<file path="src/rtl/pack_clr_pipe_pkg.sv">
// Shared defaults and geometry helper for the narrow-to-wide beat packer.
package pack_clr_pipe_pkg;

  localparam int PCP_IN_W  = 32;
  localparam int PCP_OUT_W = 256;

  // The wide word must hold a whole number of narrow lanes, and at least two of them.
  function automatic bit pcp_geom_ok(input int in_w, input int out_w);
    return (in_w > 0) && ((out_w % in_w) == 0) && ((out_w / in_w) >= 2);
  endfunction

endpackage

</file>
<file path="src/rtl/pack_clr_pipe.sv">
// Narrow-to-wide beat packer. Lane 0 sits in the LSBs. A beat with f_last_in
// closes a partial word early, leaving the unfilled lanes zero.
// The output is a forward-registered valid/ready slice with a synchronous clear.
module pack_clr_pipe
  import pack_clr_pipe_pkg::*;
#(
  parameter int IN_W  = PCP_IN_W,
  parameter int OUT_W = PCP_OUT_W,
  localparam int RATIO  = OUT_W / IN_W,
  localparam int LANE_W = $clog2(OUT_W / IN_W),
  localparam int CNT_W  = $clog2(OUT_W / IN_W) + 1
)(
  input  logic              clk,
  input  logic              rst_n,
  input  logic              clr,
  input  logic              f_valid_in,
  input  logic [IN_W-1:0]   f_data_in,
  input  logic              f_last_in,
  output logic              f_ready_out,
  output logic              b_valid_out,
  output logic [OUT_W-1:0]  b_data_out,
  output logic [CNT_W-1:0]  b_cnt_out,
  output logic              b_last_out,
  input  logic              b_ready_in
);

  if (!pcp_geom_ok(IN_W, OUT_W)) begin : g_bad_geom
    $error("pack_clr_pipe: OUT_W must be a multiple of IN_W with at least two lanes");
  end

  localparam logic [LANE_W-1:0] LAST_LANE = LANE_W'(RATIO - 1);

  logic [LANE_W-1:0] r_lane_cnt;
  logic [OUT_W-1:0]  r_asm;
  logic              r_b_valid;
  logic [OUT_W-1:0]  r_b_data;
  logic [CNT_W-1:0]  r_b_cnt;
  logic              r_b_last;

  logic              w_accept;
  logic              w_done;
  logic [OUT_W-1:0]  w_merged;

  // The slice can take a new word whenever it is empty or draining this cycle.
  assign f_ready_out = ~r_b_valid | b_ready_in;
  assign w_accept    = f_valid_in & f_ready_out;
  assign w_done      = (r_lane_cnt == LAST_LANE) | f_last_in;

  // Assembly word with the current beat dropped into its lane.
  always_comb begin
    w_merged = r_asm;
    w_merged[int'(r_lane_cnt)*IN_W +: IN_W] = f_data_in;
  end

  // Lane counter and assembly register; a completed word restarts from lane 0 with a clean assembly.
  always_ff @(posedge clk or negedge rst_n) begin
    if (!rst_n) begin
      r_lane_cnt <= '0;
      r_asm      <= '0;
    end else if (clr) begin
      r_lane_cnt <= '0;
      r_asm      <= '0;
    end else if (w_accept) begin
      if (w_done) begin
        r_lane_cnt <= '0;
        r_asm      <= '0;
      end else begin
        r_lane_cnt <= r_lane_cnt + LANE_W'(1);
        r_asm      <= w_merged;
      end
    end
  end

  // Output slice: load on word completion (replacing a draining word), otherwise drop valid on handshake.
  always_ff @(posedge clk or negedge rst_n) begin
    if (!rst_n) begin
      r_b_valid <= 1'b0;
      r_b_data  <= '0;
      r_b_cnt   <= '0;
      r_b_last  <= 1'b0;
    end else if (clr) begin
      r_b_valid <= 1'b0;
      r_b_data  <= '0;
      r_b_cnt   <= '0;
      r_b_last  <= 1'b0;
    end else if (w_accept && w_done) begin
      r_b_valid <= 1'b1;
      r_b_data  <= w_merged;
      r_b_cnt   <= {1'b0, r_lane_cnt} + CNT_W'(1);
      r_b_last  <= f_last_in;
    end else if (r_b_valid && b_ready_in) begin
      r_b_valid <= 1'b0;
    end
  end

  assign b_valid_out = r_b_valid;
  assign b_data_out  = r_b_data;
  assign b_cnt_out   = r_b_cnt;
  assign b_last_out  = r_b_last;

endmodule

</file>
<file path="config.mk">
export PLATFORM = sky130hd
export DESIGN_NAME = pack_clr_pipe
export DESIGN_NICKNAME = d
export VERILOG_FILES = /design/src/rtl/pack_clr_pipe_pkg.sv /design/src/rtl/pack_clr_pipe.sv
export SDC_FILE = /design/constraint.sdc
export NUM_CORES = 1
export LEC_CHECK = 0
export BUFFER_PORTS_ARGS = -buffer_cell sky130_fd_sc_hd__buf_2
export CAP_MARGIN = 15
export CORE_ASPECT_RATIO = 2
export CORE_MARGIN = 10
export CORE_UTILIZATION = 31
export DETAILED_ROUTE_END_ITERATION = 8
export HOLD_SLACK_MARGIN = 0.1
export PLACE_DENSITY = 0.54
export SLEW_MARGIN = 25
export SYNTH_ARGS = -nofsm -noshare
export SYNTH_HDL_FRONTEND = slang
export SYNTH_SLANG_ARGS = --single-unit
</file>
<file path="constraint.sdc">
create_clock -name clk -period 3.1 [get_ports clk]
set_clock_uncertainty 0.1 [all_clocks]
set_input_delay 0.465 -clock clk [delete_from_list [all_inputs] [get_ports clk]]
set_output_delay 0.465 -clock clk [all_outputs]
set_load 0.02 [all_outputs]
</file>
Word level (Yosys, flattened, before mapping)
Index checks and enable logic that the tools add are counted.

Memories: 0. Input port bits: 38. Latch bits: 0. Register bits: 521. ROM bits: 0. Bits in writable memories: 0.

Reductions and logical operators: 5. Shift operators: 2. Equal/unequal tests: 1. $lt $le $gt $ge: 0. $add $sub $neg: 3. Multiplexer cells: 16. Bitwise logic cells: 4. Div/mod/pow operators: 0. Multiply operators: 0.

Operator list (count): $mux W256 (5); $bwmux W256 (1); $shift A32 B33 Y256 const A (1); $shiftx A32 B33 Y256 (1); $neg A8 Y33 (1); $mux W3 (3); $mux W4 (2); $mux W1 (5); $add A3 B1 Y4 const B (1); $reduce_bool A2 Y1 (2); $add A3 B1 Y3 const B (1); $eq A3 B3 Y1 const B (1); $reduce_bool A3 Y1 (1); $logic_and A1 B1 Y1 (2); $or A1 B1 Y1 (2); $and A1 B1 Y1 (1); $not A1 Y1 (1).

Longest topological paths before layout
Gate-level depths: netlist (run 1).

Depth in word-level cells: 6. Mapped depth: 11. Depth with buffers taken out: 7.

Least setup slack after synthesis (run 1)
Ideal clock, no wire load.

Kind: register to register. Start: register r_lane_cnt[0]. End: register r_b_data[244] (netlist: b_data_out[244]). Setup slack: 0.406 ns. Stages on the path, launching flop included: 10. Path buffers: 3. Setup time: 0.136 ns. Arrival time: 2.458 ns. Period minus slack after synthesis: 2.694 ns. Path through: dfrtp_1 > buf_2 > inv_1 > ha_1 > ha_1 > or4b_2 > clkbuf_1 > buf_2 > a211oi_1 > nor3_1.

Word-level cells in the longest chain between the ends: 5. Elaborated cells on any way between the ends: 10. Classes of those cells: 1 x add/sub; 1 x eq/ne; 2 x shift; 3 x mux; 1 x bitwise; 2 x reduce/logical.

RTL lines: start: declaration (RTL line pack_clr_pipe.sv:33) `logic [LANE_W-1:0] r_lane_cnt;`; start signal: assignment (RTL line pack_clr_pipe.sv:68) `r_lane_cnt <= r_lane_cnt + LANE_W'(1);`; $neg A8 Y33 (RTL line pack_clr_pipe.sv:52) `w_merged[int'(r_lane_cnt)*IN_W +: IN_W] = f_data_in;`; $shiftx A32 B33 Y256 / $shift A32 B33 Y256 (equally long branches) (RTL line pack_clr_pipe.sv:52); $bwmux W256 (RTL line pack_clr_pipe.sv:52); $mux W256 (RTL line pack_clr_pipe.sv:86) `end else if (w_accept && w_done) begin`; $mux W256 (RTL line pack_clr_pipe.sv:81) `end else if (clr) begin`; end signal: assignment (RTL line pack_clr_pipe.sv:88) `r_b_data <= w_merged;`; end: declaration (RTL line pack_clr_pipe.sv:36) `logic [OUT_W-1:0] r_b_data;`.

Several ways; a longest one is shown, not always the timed one. The select of a mux whose other input is x is not followed. A chain may end at the register's enable or synchronous reset.

Final worst setup path (run 1)
Start: register r_lane_cnt[1]. End: register r_asm[227].

Word-level cells in the longest chain between the ends: 6. Elaborated cells on any way between the ends: 9. Classes of those cells: 1 x add/sub; 1 x eq/ne; 2 x shift; 4 x mux; 1 x bitwise.

RTL lines: $neg A8 Y33 (RTL line pack_clr_pipe.sv:52); $shiftx A32 B33 Y256 / $shift A32 B33 Y256 (equally long branches) (RTL line pack_clr_pipe.sv:52); $bwmux W256 (RTL line pack_clr_pipe.sv:52); $mux W256 (*) (RTL line pack_clr_pipe.sv:64) `if (w_done) begin`; $mux W256 (*) (RTL line pack_clr_pipe.sv:63) `end else if (w_accept) begin`; $mux W256 (*) (RTL line pack_clr_pipe.sv:60) `end else if (clr) begin`; end signal: assignment (RTL line pack_clr_pipe.sv:69) `r_asm <= w_merged;`; end: declaration (RTL line pack_clr_pipe.sv:34) `logic [OUT_W-1:0] r_asm;`.

Mark *: on every way between the ends. The rest lies on a longest branch, timed or not. The select of a mux whose other input is x is not followed.

==> flow_summary.yaml, run 1 <==
final_layout:
  syn2layout_area_growth_pct: 20.3
  n_fill_cell: 7111
  drive_gt1_share_pct: 21.1
  multi_input_area_mm2: 0.00855
  diodes: 0
  final_common_cell: "dfrtp_1"
  final_cell_count_no_fill: 3236
  layout_common_cells: "dfrtp_1 (521), buf_2 (298), nor2_1 (252), a22o_1 (201), a211oi_1 (197)"
  ff_latch_area_mm2: 0.0130
  finalNetCount: 2324
clocking:
  clockBufferDepth: 3
  cts_root_buffer: "clkbuf_16"
  path_clk_slew_ps: 70
  clk_latency_ps: 600
  h-tree-depth: 2
  post_cts_buffers: 0
  ctsResizeCount: 0
  hold_buffers: 3
  cts.sinks: 521
  cts_tree: "built"
  cts_made_buffers: 49
global_routing:
  grtUsageTotal_pct: 19.2
  grt_pass1_vias: 18445
  grt_first_pass_wirelength_um: 125000
  grt_max_degree: 178
  overflow: 0
  antenna_found_initial: 0
die:
  fp.dieH_um: 400
  core_mm2: 0.0717
  die_w_um: 210
  dieArea_mm2: 0.0840
  ios: 301
  rows: 139
  initial_utilization_pct: 31.2
critical_path:
  critical_path_class: "reg2reg"
  critPathRequiredTime_ps: 3460
  critPathMaxFanout: 31
  critPathLaunchType: "flop"
  worstPathArrival_ps: 3270
  cp-end-kind: "flop"
detailed_routing:
  firstDrtPassIters: 7
  drt_first_iter_violations: 1368
  drc_errors: 0
  num_vias: 17982
  antenna_left: 0
  finalWirelength_um: 82400
  vias_per_cell: 5.56
  wire_per_inst_um: 25.5
timing:
  fmax_mhz: 344
  relSlewSlack_pct: 37.2
  worst_pin_slew_ps: 939
  setup_slack_ps: 195
  rsz0062_at_grt: "false"
  finalSetupViolCount: 0
  slew_violations: 0
  hold_violations: 0
  fin_crit_ps: 2910
  tns_ps: 0
  timing.final.crit_share_pct: 93.7
pwr:
  finalPower_mw: 15.2
  irDropWorstVdd_uv: 424
  p_per_area_mw_per_mm2: 566
  cellLeakagePower_nw: 12.7
synth:
  seq_area_frac_synth_pct: 58.3
  synth_top_flop_cell: "dfrtp_1"
  synth.distinct_cells: 41
  synth_area_mm2: 0.0224
  yosys_warnings: 0
  avgSynthCellArea_um2: 10.7
  synth-seq-cells: 521
  synth-edff-count: 0
  synth_fp_nets: 2125
  synthArstFlopShare_pct: 100
  syn-instance-count: 2082
status:
  status: "finished, final reports clean"
place:
  portBuffers: 300
  place.gp.congestion: 0.811
  dp_hpwl_um: 53500
  place_ws_ps: 241
  placed_cells: 3143
flow_run:
  drv_cap: 0
worst_hold_path:
  hold_class: "in2reg"
[cell type report]
cell class / count / share of cell area, %
tap: 916 / 4.26
clock buffer: 73 / 5.42
timing repair buffer: 383 / 9.21
sequential: 521 / 48.5
inverter: 6 / 0.0837
clock inverter: 17 / 0.805
multi-input combinational: 1320 / 31.8
[synth_stat cells, types with 3 or more instances]
| master | number | area share (%) |
|---|---|---|
| clkbuf_1 | 183 | 3.1 |
| a311oi_1 | 27 | 1.1 |
| dfrtp_1 | 521 | 58 |
| nor2_1 | 253 | 4.2 |
| buf_2 | 35 | 0.78 |
| mux2i_1 | 79 | 3.5 |
| nor3_1 | 24 | 0.54 |
| o21ai_0 | 32 | 0.72 |
| nor2_2 | 6 | 0.17 |
| a211oi_1 | 197 | 6.6 |
| nand2_1 | 171 | 2.9 |
| o2bb2ai_1 | 33 | 1.3 |
| buf_6 | 3 | 0.15 |
| inv_1 | 6 | 0.10 |
| and2_1 | 32 | 0.89 |
| a21oi_1 | 141 | 3.2 |
| a32o_1 | 22 | 0.98 |
| a32oi_1 | 32 | 1.3 |
| ha_1 | 5 | 0.28 |
| nand3_1 | 38 | 0.85 |
| buf_4 | 3 | 0.10 |
| and3_1 | 3 | 0.084 |
| or3_1 | 3 | 0.084 |
| a22o_1 | 201 | 7.9 |
| buf_1 | 11 | 0.18 |
[worst max-delay path: stages (launching register included)]
cell	delay, ps
dfrtp_1	460
inv_1	70
ha_1	210
ha_1	290
or4b_2	860
nand2_1	190
a21oi_4	230
a22o_1	320
[state kept, by name, indices dropped and copies added (netlist names)]
register and cells:
b_data_out 256, r_asm 256, b_cnt_out 4, r_lane_cnt 3, b_last_out 1, b_valid_out 1
[report_power, final]
| part | switching, mW | internal (mW) |
|---|---|---|
| combinational | 1.29 | 0.454 |
| clock | 2.79 | 3.54 |
| sequential | 0.140 | 7.00 |
[per-layer routing]
metal	part of all wire, %	routed length (um)	vias to the layer above	track usage (%)
met1	42	34400	9252	24.5
met2	49	40400	611	32.1
met3	6.1	5060	107	3.62
met4	3.2	2620	0	6.85
met5	0	0	-	0
li1	-	-	8012	-
[path summary, 6_finish.rpt]
| path | end | depth (start not counted) | slack (ps) | from |
|---|---|---|---|---|
| min in group asynchronous | b_data_out[3] | 2 | 370 | rst_n |
| setup reg to reg | r_asm[227] | 7 | 190 | r_lane_cnt[1] |
| setup / recovery | r_asm[227] | 7 | 190 | r_lane_cnt[1] |
| hold reg to reg | r_asm[160] | 1 | 390 | r_asm[160] |
| max in group asynchronous | b_data_out[190] | 3 | 1460 | rst_n |
| hold / removal | r_asm[88] | 2 | 190 | f_data_in[24] |
[kinds of logic after synthesis]
group | share of synthesized area [%]
compound gates | 23.2
simple gates | 10.3
flops | 58.3
buf+inv | 4.39
mux | 3.53
fa+ha+maj | 0.280
[through the flow]
| step | cell area [um^2] | utilization, % | hold slack [ps] |
|---|---|---|---|
| final | 26900 | 37.5 | 191 |
| after global routing | 26900 | 37.5 | 151 |
| after CTS | 26900 | 37.5 | 170 |
| after detailed placement | 25200 | 35.2 | 382 |
| after global placement | 25200 | 35.2 | 371 |
| after floorplan | 22400 | - | 69.4 |
Note: power is estimated with default switching activity, not from simulation.
==> run 2, diff against run 1 <==
--- a/config.mk
+++ b/config.mk
@@ -5,9 +5,10 @@
 export SDC_FILE = /design/constraint.sdc
 export NUM_CORES = 1
 export LEC_CHECK = 0
+export ABC_AREA = 1
 export BUFFER_PORTS_ARGS = -buffer_cell sky130_fd_sc_hd__buf_2
 export CAP_MARGIN = 15
-export CORE_ASPECT_RATIO = 2
+export CORE_ASPECT_RATIO = 0.6
 export CORE_MARGIN = 10
 export CORE_UTILIZATION = 31
 export DETAILED_ROUTE_END_ITERATION = 8
==> run 2 against run 1 <==
  * Global-route usage increased by 1.1 points
  * Design area increased by 6.8%
  * Synthesized cell count increased by 42%
  * Combinational power decreased by 9.8%
  * Die area increased by 6.4%
  * Critical path type unchanged
  * Largest cell class unchanged
  * Non-clock buffer count increased by 18
==> flow_summary.yaml, run 2 <==
die:
  initial_utilization_pct: 31.5
  dieArea_mm2: 0.0893
  ios: 301
  fp.dieH_um: 236
  die_w_um: 379
  rows: 78
  core_mm2: 0.0761
synth:
  yosysTopAreaCell: "dfrtp_1"
  synth_most_common_cell: "nand2_1"
  syn-instance-count: 2958
  synth_area_mm2: 0.0240
  synth.top_cell.area_share_pct: 54.3
  ys_top_cells_by_count: "nand2_1 (1,093), dfrtp_1 (521), nand4_1 (270)"
  synth_top_flop_cell: "dfrtp_1"
  seq_area_frac_synth_pct: 54.3
  synth-edff-count: 0
  synth_area_leaders: "dfrtp_1 (54%), nand2_1 (17%), nand4_1 (7.0%)"
  synth-seq-cells: 521
  synth.distinct_cells: 26
  synth_fp_nets: 3001
  synthArstFlopShare_pct: 100
  avgSynthCellArea_um2: 8.11
  yosys_warnings: 0
detailed_routing:
  drc_errors: 0
  antenna_left: 0
  wire_per_inst_um: 22.0
  firstDrtPassIters: 6
  drt_first_iter_violations: 2102
  finalWirelength_um: 93400
  vias_per_cell: 5.02
  num_vias: 21301
final_layout:
  drive_gt1_share_pct: 15.9
  finalNetCount: 3240
  ff_latch_area_mm2: 0.0130
  layout_common_cells: "nand2_1 (1,092), dfrtp_1 (521), buf_2 (299), nand4_1 (270), inv_1 (263)"
  fin_util_pct: 37.8
  final_common_cell: "nand2_1"
  syn2layout_area_growth_pct: 19.8
  finalInstanceArea_mm2: 0.0287
  multi_input_area_mm2: 0.00883
  final_cell_count_no_fill: 4245
  n_fill_cell: 7768
critical_path:
  worstPathArrival_ps: 2950
  cp-end-kind: "flop"
  critPathMaxFanout: 75
  critical_path_class: "reg2reg"
  crit_chain: "buf_4 > ha_1 > ha_1 > nor2_4 > inv_2 > nand2_2 > nand2_4 > inv_8 > buf_12 > o21ai_0"
  cpMaxStageDelayCell: "dfrtp_1"
  crit_buf_inv: 4
  cpMostUsedCell: "ha_1"
  max_stage_delay_ps: 410
  path_delay_family: "buffers and inverters"
  critPathLaunchType: "flop"
  rrSetupSlack_ps: 550
  critPathRequiredTime_ps: 3500
timing:
  worst_pin_slew_ps: 1030
  slew_violations: 0
  timing.final.crit_share_pct: 82.2
  rsz0062_at_grt: "false"
  relSlewSlack_pct: 31.0
  tns_ps: 0
  fmax_mhz: 392
  hold_violations: 0
  fin_crit_ps: 2550
  finalSetupViolCount: 0
clocking:
  cts_tree: "built"
  cts_made_buffers: 54
  cts.sinks: 521
  path_clk_slew_ps: 60
  clockBufferDepth: 3
  cts_root_buffer: "clkbuf_16"
  h-tree-depth: 2
  clk_latency_ps: 640
pwr:
  p_switching_mw: 4.33
  irDropWorstVdd_uv: 379
  sw_frac_of_total_pct: 27.4
  clock_power_share_pct: 45.9
  cellLeakagePower_nw: 15.0
  p_seq_share_pct: 44.1
  combPwrFrac_pct: 9.9
  cell_internal_pwr_mw: 11.5
  finalPower_mw: 15.8
  p_per_area_mw_per_mm2: 549
place:
  dpl_cell_area_mm2: 0.0267
  portBuffers: 300
  dp_hpwl_um: 61000
  place.gp.congestion: 0.790
  placed_cells: 4130
status:
  status: "finished, final reports clean"
worst_hold_path:
  hold_class: "in2reg"
global_routing:
  grt_pass1_vias: 19959
  antenna_found_initial: 6
  grt_first_pass_wirelength_um: 138000
  overflow: 0
  grt_max_degree: 180
  grtUsageTotal_pct: 20.3
flow_run:
  drv_cap: 0
[run 2: final cells by class]
type | count | area share (%)
diodes | 3 | 0.0261
clock buffers | 68 | 5.13
clock inverters | 33 | 1.63
inverters | 275 | 3.68
multi-input cells | 1944 | 30.7
flip-flops and latches | 521 | 45.4
well taps | 1000 | 4.35
repair buffers | 401 | 9.08
[run 2: worst paths after layout]
path,start,end,depth (start not counted)
max in group asynchronous,rst_n,r_asm[171],4
setup / recovery,r_lane_cnt[0],b_data_out[57],10
hold / removal,f_data_in[22],r_asm[22],5
hold reg to reg,b_last_out,b_last_out,2
min in group asynchronous,rst_n,b_data_out[40],2
setup reg to reg,r_lane_cnt[0],b_data_out[57],10
[run 2: cells by family (layout without fill, tap and decap cells)]
kind of cell | Yosys count | after routing | synth area share [%]
fa+ha+maj | 5 | 5 | 0.261
flops | 521 | 521 | 54.3
buf+inv | 493 | 777 | 9.02
other cells | 0 | 3 | 0
simple gates | 1584 | 1584 | 28.9
compound gates | 355 | 355 | 7.48
[run 2: timing repair]
action	4_1_cts	5_1_grt
endpoints found under the hold margin	217	0
buffers inserted	0	0
hold buffers	11	0
gates resized for setup	0	0
[run 2: worst register-to-register path, stage by stage, from the launching register on]
cell and delay, ps:
dfrtp_1 410, buf_4 190, ha_1 200, ha_1 200, nor2_4 190, inv_2 80
nand2_2 130, nand2_4 100, inv_8 280, buf_12 330, o21ai_0 210
[run 2: layer usage]
layer | routed length (um) | global-route usage [%]
met3 | 9160 | 6.48
met4 | 2010 | 4.87
met1 | 44600 | 30.6
met2 | 37600 | 27.5
met5 | 36 | 0
[run 2: power groups by stage]
| stage | sequential [mW] | clock [mW] | combinational [mW] |
|---|---|---|---|
| 3_5_place_dp | 7.09 | 0 | 1.56 |
| 5_1_grt | 6.97 | 7.68 | 1.70 |
| 4_1_cts | 6.96 | 7.42 | 1.57 |
| 6_report | 6.97 | 7.25 | 1.57 |
| 2_1_floorplan | 7.16 | 0 | 0.728 |
| 3_3_place_gp | 7.09 | 0 | 1.55 |
[run 2: stage by stage]
stage	hold slack, ps	setup WS (ps)
floorplan	69.4	819
global route	150	366
CTS	104	543
detailed placement	331	561
finish	145	551
global placement	332	562
==> run 3, diff against run 2 <==
--- a/config.mk
+++ b/config.mk
@@ -5,7 +5,7 @@
 export SDC_FILE = /design/constraint.sdc
 export NUM_CORES = 1
 export LEC_CHECK = 0
-export ABC_AREA = 1
+export ABC_AREA = 0
 export BUFFER_PORTS_ARGS = -buffer_cell sky130_fd_sc_hd__buf_2
 export CAP_MARGIN = 15
 export CORE_ASPECT_RATIO = 0.6
@@ -13,7 +13,7 @@
 export CORE_UTILIZATION = 31
 export DETAILED_ROUTE_END_ITERATION = 8
 export HOLD_SLACK_MARGIN = 0.1
-export PLACE_DENSITY = 0.54
+export PLACE_DENSITY = 0.56
 export SLEW_MARGIN = 25
 export SYNTH_ARGS = -nofsm -noshare
 export SYNTH_HDL_FRONTEND = slang
==> constraint.sdc (replaced) <==
create_clock -name clk -period 2.1 [get_ports clk]
set_clock_uncertainty 0.1 [all_clocks]
set_input_delay 0.315 -clock clk [delete_from_list [all_inputs] [get_ports clk]]
set_output_delay 0.315 -clock clk [all_outputs]
set_load 0.02 [all_outputs]
==> run 3 against run 2 <==
  * Power grew 46%
  * Design area grew 8.3%
  * Sequential cell count is the same
  * First-iteration DRC count grew 4.6%
  * Final cell count shrank 18%
  * Die area shrank 6.3%
  * Largest power group is now registers
  * Largest cell class unchanged
  * The run now ends with setup timing left
  * Critical path depth grew 1
  * Register-to-register slack lost 870 ps
  * Sequential power grew 52%
  * Critical endpoint is now b_data_out[252]
  * Count of clock-buffer cells in the layout grew 7
  * Combinational power grew 110%
==> flow_summary.yaml, run 3 (same netlist as run 1, synthesis figures left out) <==
status:
  status: "finished with violations"
  violations: "setup timing"
pwr:
  finalPower_mw: 23.1
  irDropWorstVdd_uv: 544
  p_per_area_mw_per_mm2: 742
  cellLeakagePower_nw: 14.5
final_layout:
  layout_common_cells: "dfrtp_1 (521), buf_2 (298), nor2_1 (247), a22o_1 (201), a211oi_1 (163)"
  finalInstanceArea_mm2: 0.0311
  finalNetCount: 2527
  drive_gt1_share_pct: 32.3
  final_common_cell: "dfrtp_1"
  diodes: 0
  syn2layout_area_growth_pct: 39.2
critical_path:
  reg2reg_depth: 11
  reg2reg_to: "b_data_out[252]"
  crit_chain: "buf_6 > inv_4 > ha_4 > ha_4 > buf_6 > buf_6 > nor4b_4 > buf_6 > clkbuf_16 > nand2_1 > a311oi_2"
  cp-end-kind: "flop"
  setup.worst_path.end: "b_data_out[252]"
  cp-startpoint: "r_lane_cnt[0]"
  rrSetupSlack_ps: -320
  r2r-start: "r_lane_cnt[0]"
  cpMostUsedCell: "buf_6"
  max_stage_delay_ps: 400
  critPathRequiredTime_ps: 2510
  critPathMaxFanout: 7
  critical_path_class: "reg2reg"
  worstPathArrival_ps: 2830
  cpMaxStageDelayCell: "dfrtp_1"
  critPathLaunchType: "flop"
detailed_routing:
  finalWirelength_um: 97700
  num_vias: 19820
  drc_errors: 0
  antenna_left: 0
  firstDrtPassIters: 7
  drt_first_iter_violations: 2199
  vias_per_cell: 5.67
  wire_per_inst_um: 27.9
timing:
  hold_violations: 0
  finalSetupViolCount: 506
  hold_ws_ps: 126
  rsz0062_at_grt: "true"
  relSlewSlack_pct: 37.8
  slew_violations: 0
  fmax_mhz: 413
  timing.final.crit_share_pct: 115
  setup_slack_ps: -324
  fin_crit_ps: 2420
  worst_pin_slew_ps: 932
die:
  dieArea_mm2: 0.0837
  die_w_um: 367
  rows: 76
  core_mm2: 0.0716
  ios: 301
  initial_utilization_pct: 31.2
  fp.dieH_um: 228
global_routing:
  grt_first_pass_wirelength_um: 132000
  grt_use_met1_pct: 29.3
  grt_max_degree: 121
  antenna_found_initial: 1
  grt_pass1_vias: 19111
  top_usage_layer: "met2"
  grtUsageTotal_pct: 20.6
  grt.met3_usage_pct: 5.54
  grtUsageMet2_pct: 30.4
  overflow: 0
clocking:
  cts_root_buffer: "clkbuf_16"
  path_clk_slew_ps: 70
  clockBufferDepth: 3
  cts_made_buffers: 52
  cts_tree: "built"
  clk_latency_ps: 610
  h-tree-depth: 2
  cts.sinks: 521
place:
  dpl_cell_area_mm2: 0.0264
  place.gp.congestion: 0.808
  dp_hpwl_um: 55700
  portBuffers: 300
worst_hold_path:
  whs_path_depth: 3
  hold_class: "in2reg"
flow_run:
  drv_cap: 0
[run 3: cell types whose count changed in the layout (fill, tap and decap cells not counted), moves of 112 or more]
cell,before,now
nand4_1,270,2
o21ai_0,253,17
nand2_1,1092,144
nand3_1,186,33
a22o_1,0,201
a21oi_1,14,126
a211oi_1,0,163
nor2_1,3,247
inv_1,263,5
[run 3: power by group]
| part | total [mW] | internal (mW) | switching, mW |
|---|---|---|---|
| combinational | 3.30 | 1.10 | 2.20 |
| clock | 9.23 | 5.08 | 4.15 |
| sequential | 10.6 | 10.3 | 0.220 |
| total | 23.1 | 16.5 | 6.58 |
[run 3: critical path, delay by kind of cell, from the launching register on]
kind	cells	cell delay [ps]
buffers and inverters	6	830
AO/OA/AOI/OAI	1	270
AND/OR/NAND/NOR	2	360
flip-flops	1	400
adder cells (fa/ha/maj)	2	380
[run 3: how the worst min path moves through the flow]
stage / start / to
2_1_floorplan: rst_n / b_cnt_out[0]
3_3_place_gp: rst_n / r_asm[19]
3_5_place_dp: rst_n / b_valid_out
4_1_cts: f_data_in[4] / r_asm[196]
5_1_grt: f_data_in[12] / b_data_out[236]
6_report: f_data_in[12] / b_data_out[236]
[run 3: area by class of cell]
cell class / instances / area (um^2)
clock buffers: 75 / 1500
clock inverters: 18 / 134
flip-flops and latches: 521 / 13000
inverters: 6 / 25.0
well taps: 975 / 1220
fillers: 6666 / 40500
repair buffers: 580 / 5700
multi-input cells: 1323 / 9510
[run 3: per-stage QoR]
stage / instances / setup TNS [ps] / worst slack, ps / utilization, %
detailed placement: 3279 / -90600 / -310 / 36.8
CTS: 3435 / -71730 / -249 / 40.8
global placement: 3279 / -80780 / -285 / 36.8
global route: 3498 / -131480 / -401 / 43.5
finish: 3498 / -88950 / -324 / 43.5
floorplan: 2082 / -56870 / -197 / -
[run 3: routing by layer]
layer | routed length, um | vias to the layer above
met5 | 13 | -
met4 | 2300 | 2
met3 | 9270 | 148
met2 | 42100 | 991
met1 | 44000 | 10228
li1 | - | 8451
[run 3: what timing repair did]
item,4_1_cts,5_1_grt
endpoints found under the hold margin,499,0
pin swaps,40,92
resized for setup,69,204
buffers inserted,17,30
endpoints found under the setup margin,516,517
cloned,21,36
hold buffers,25,0
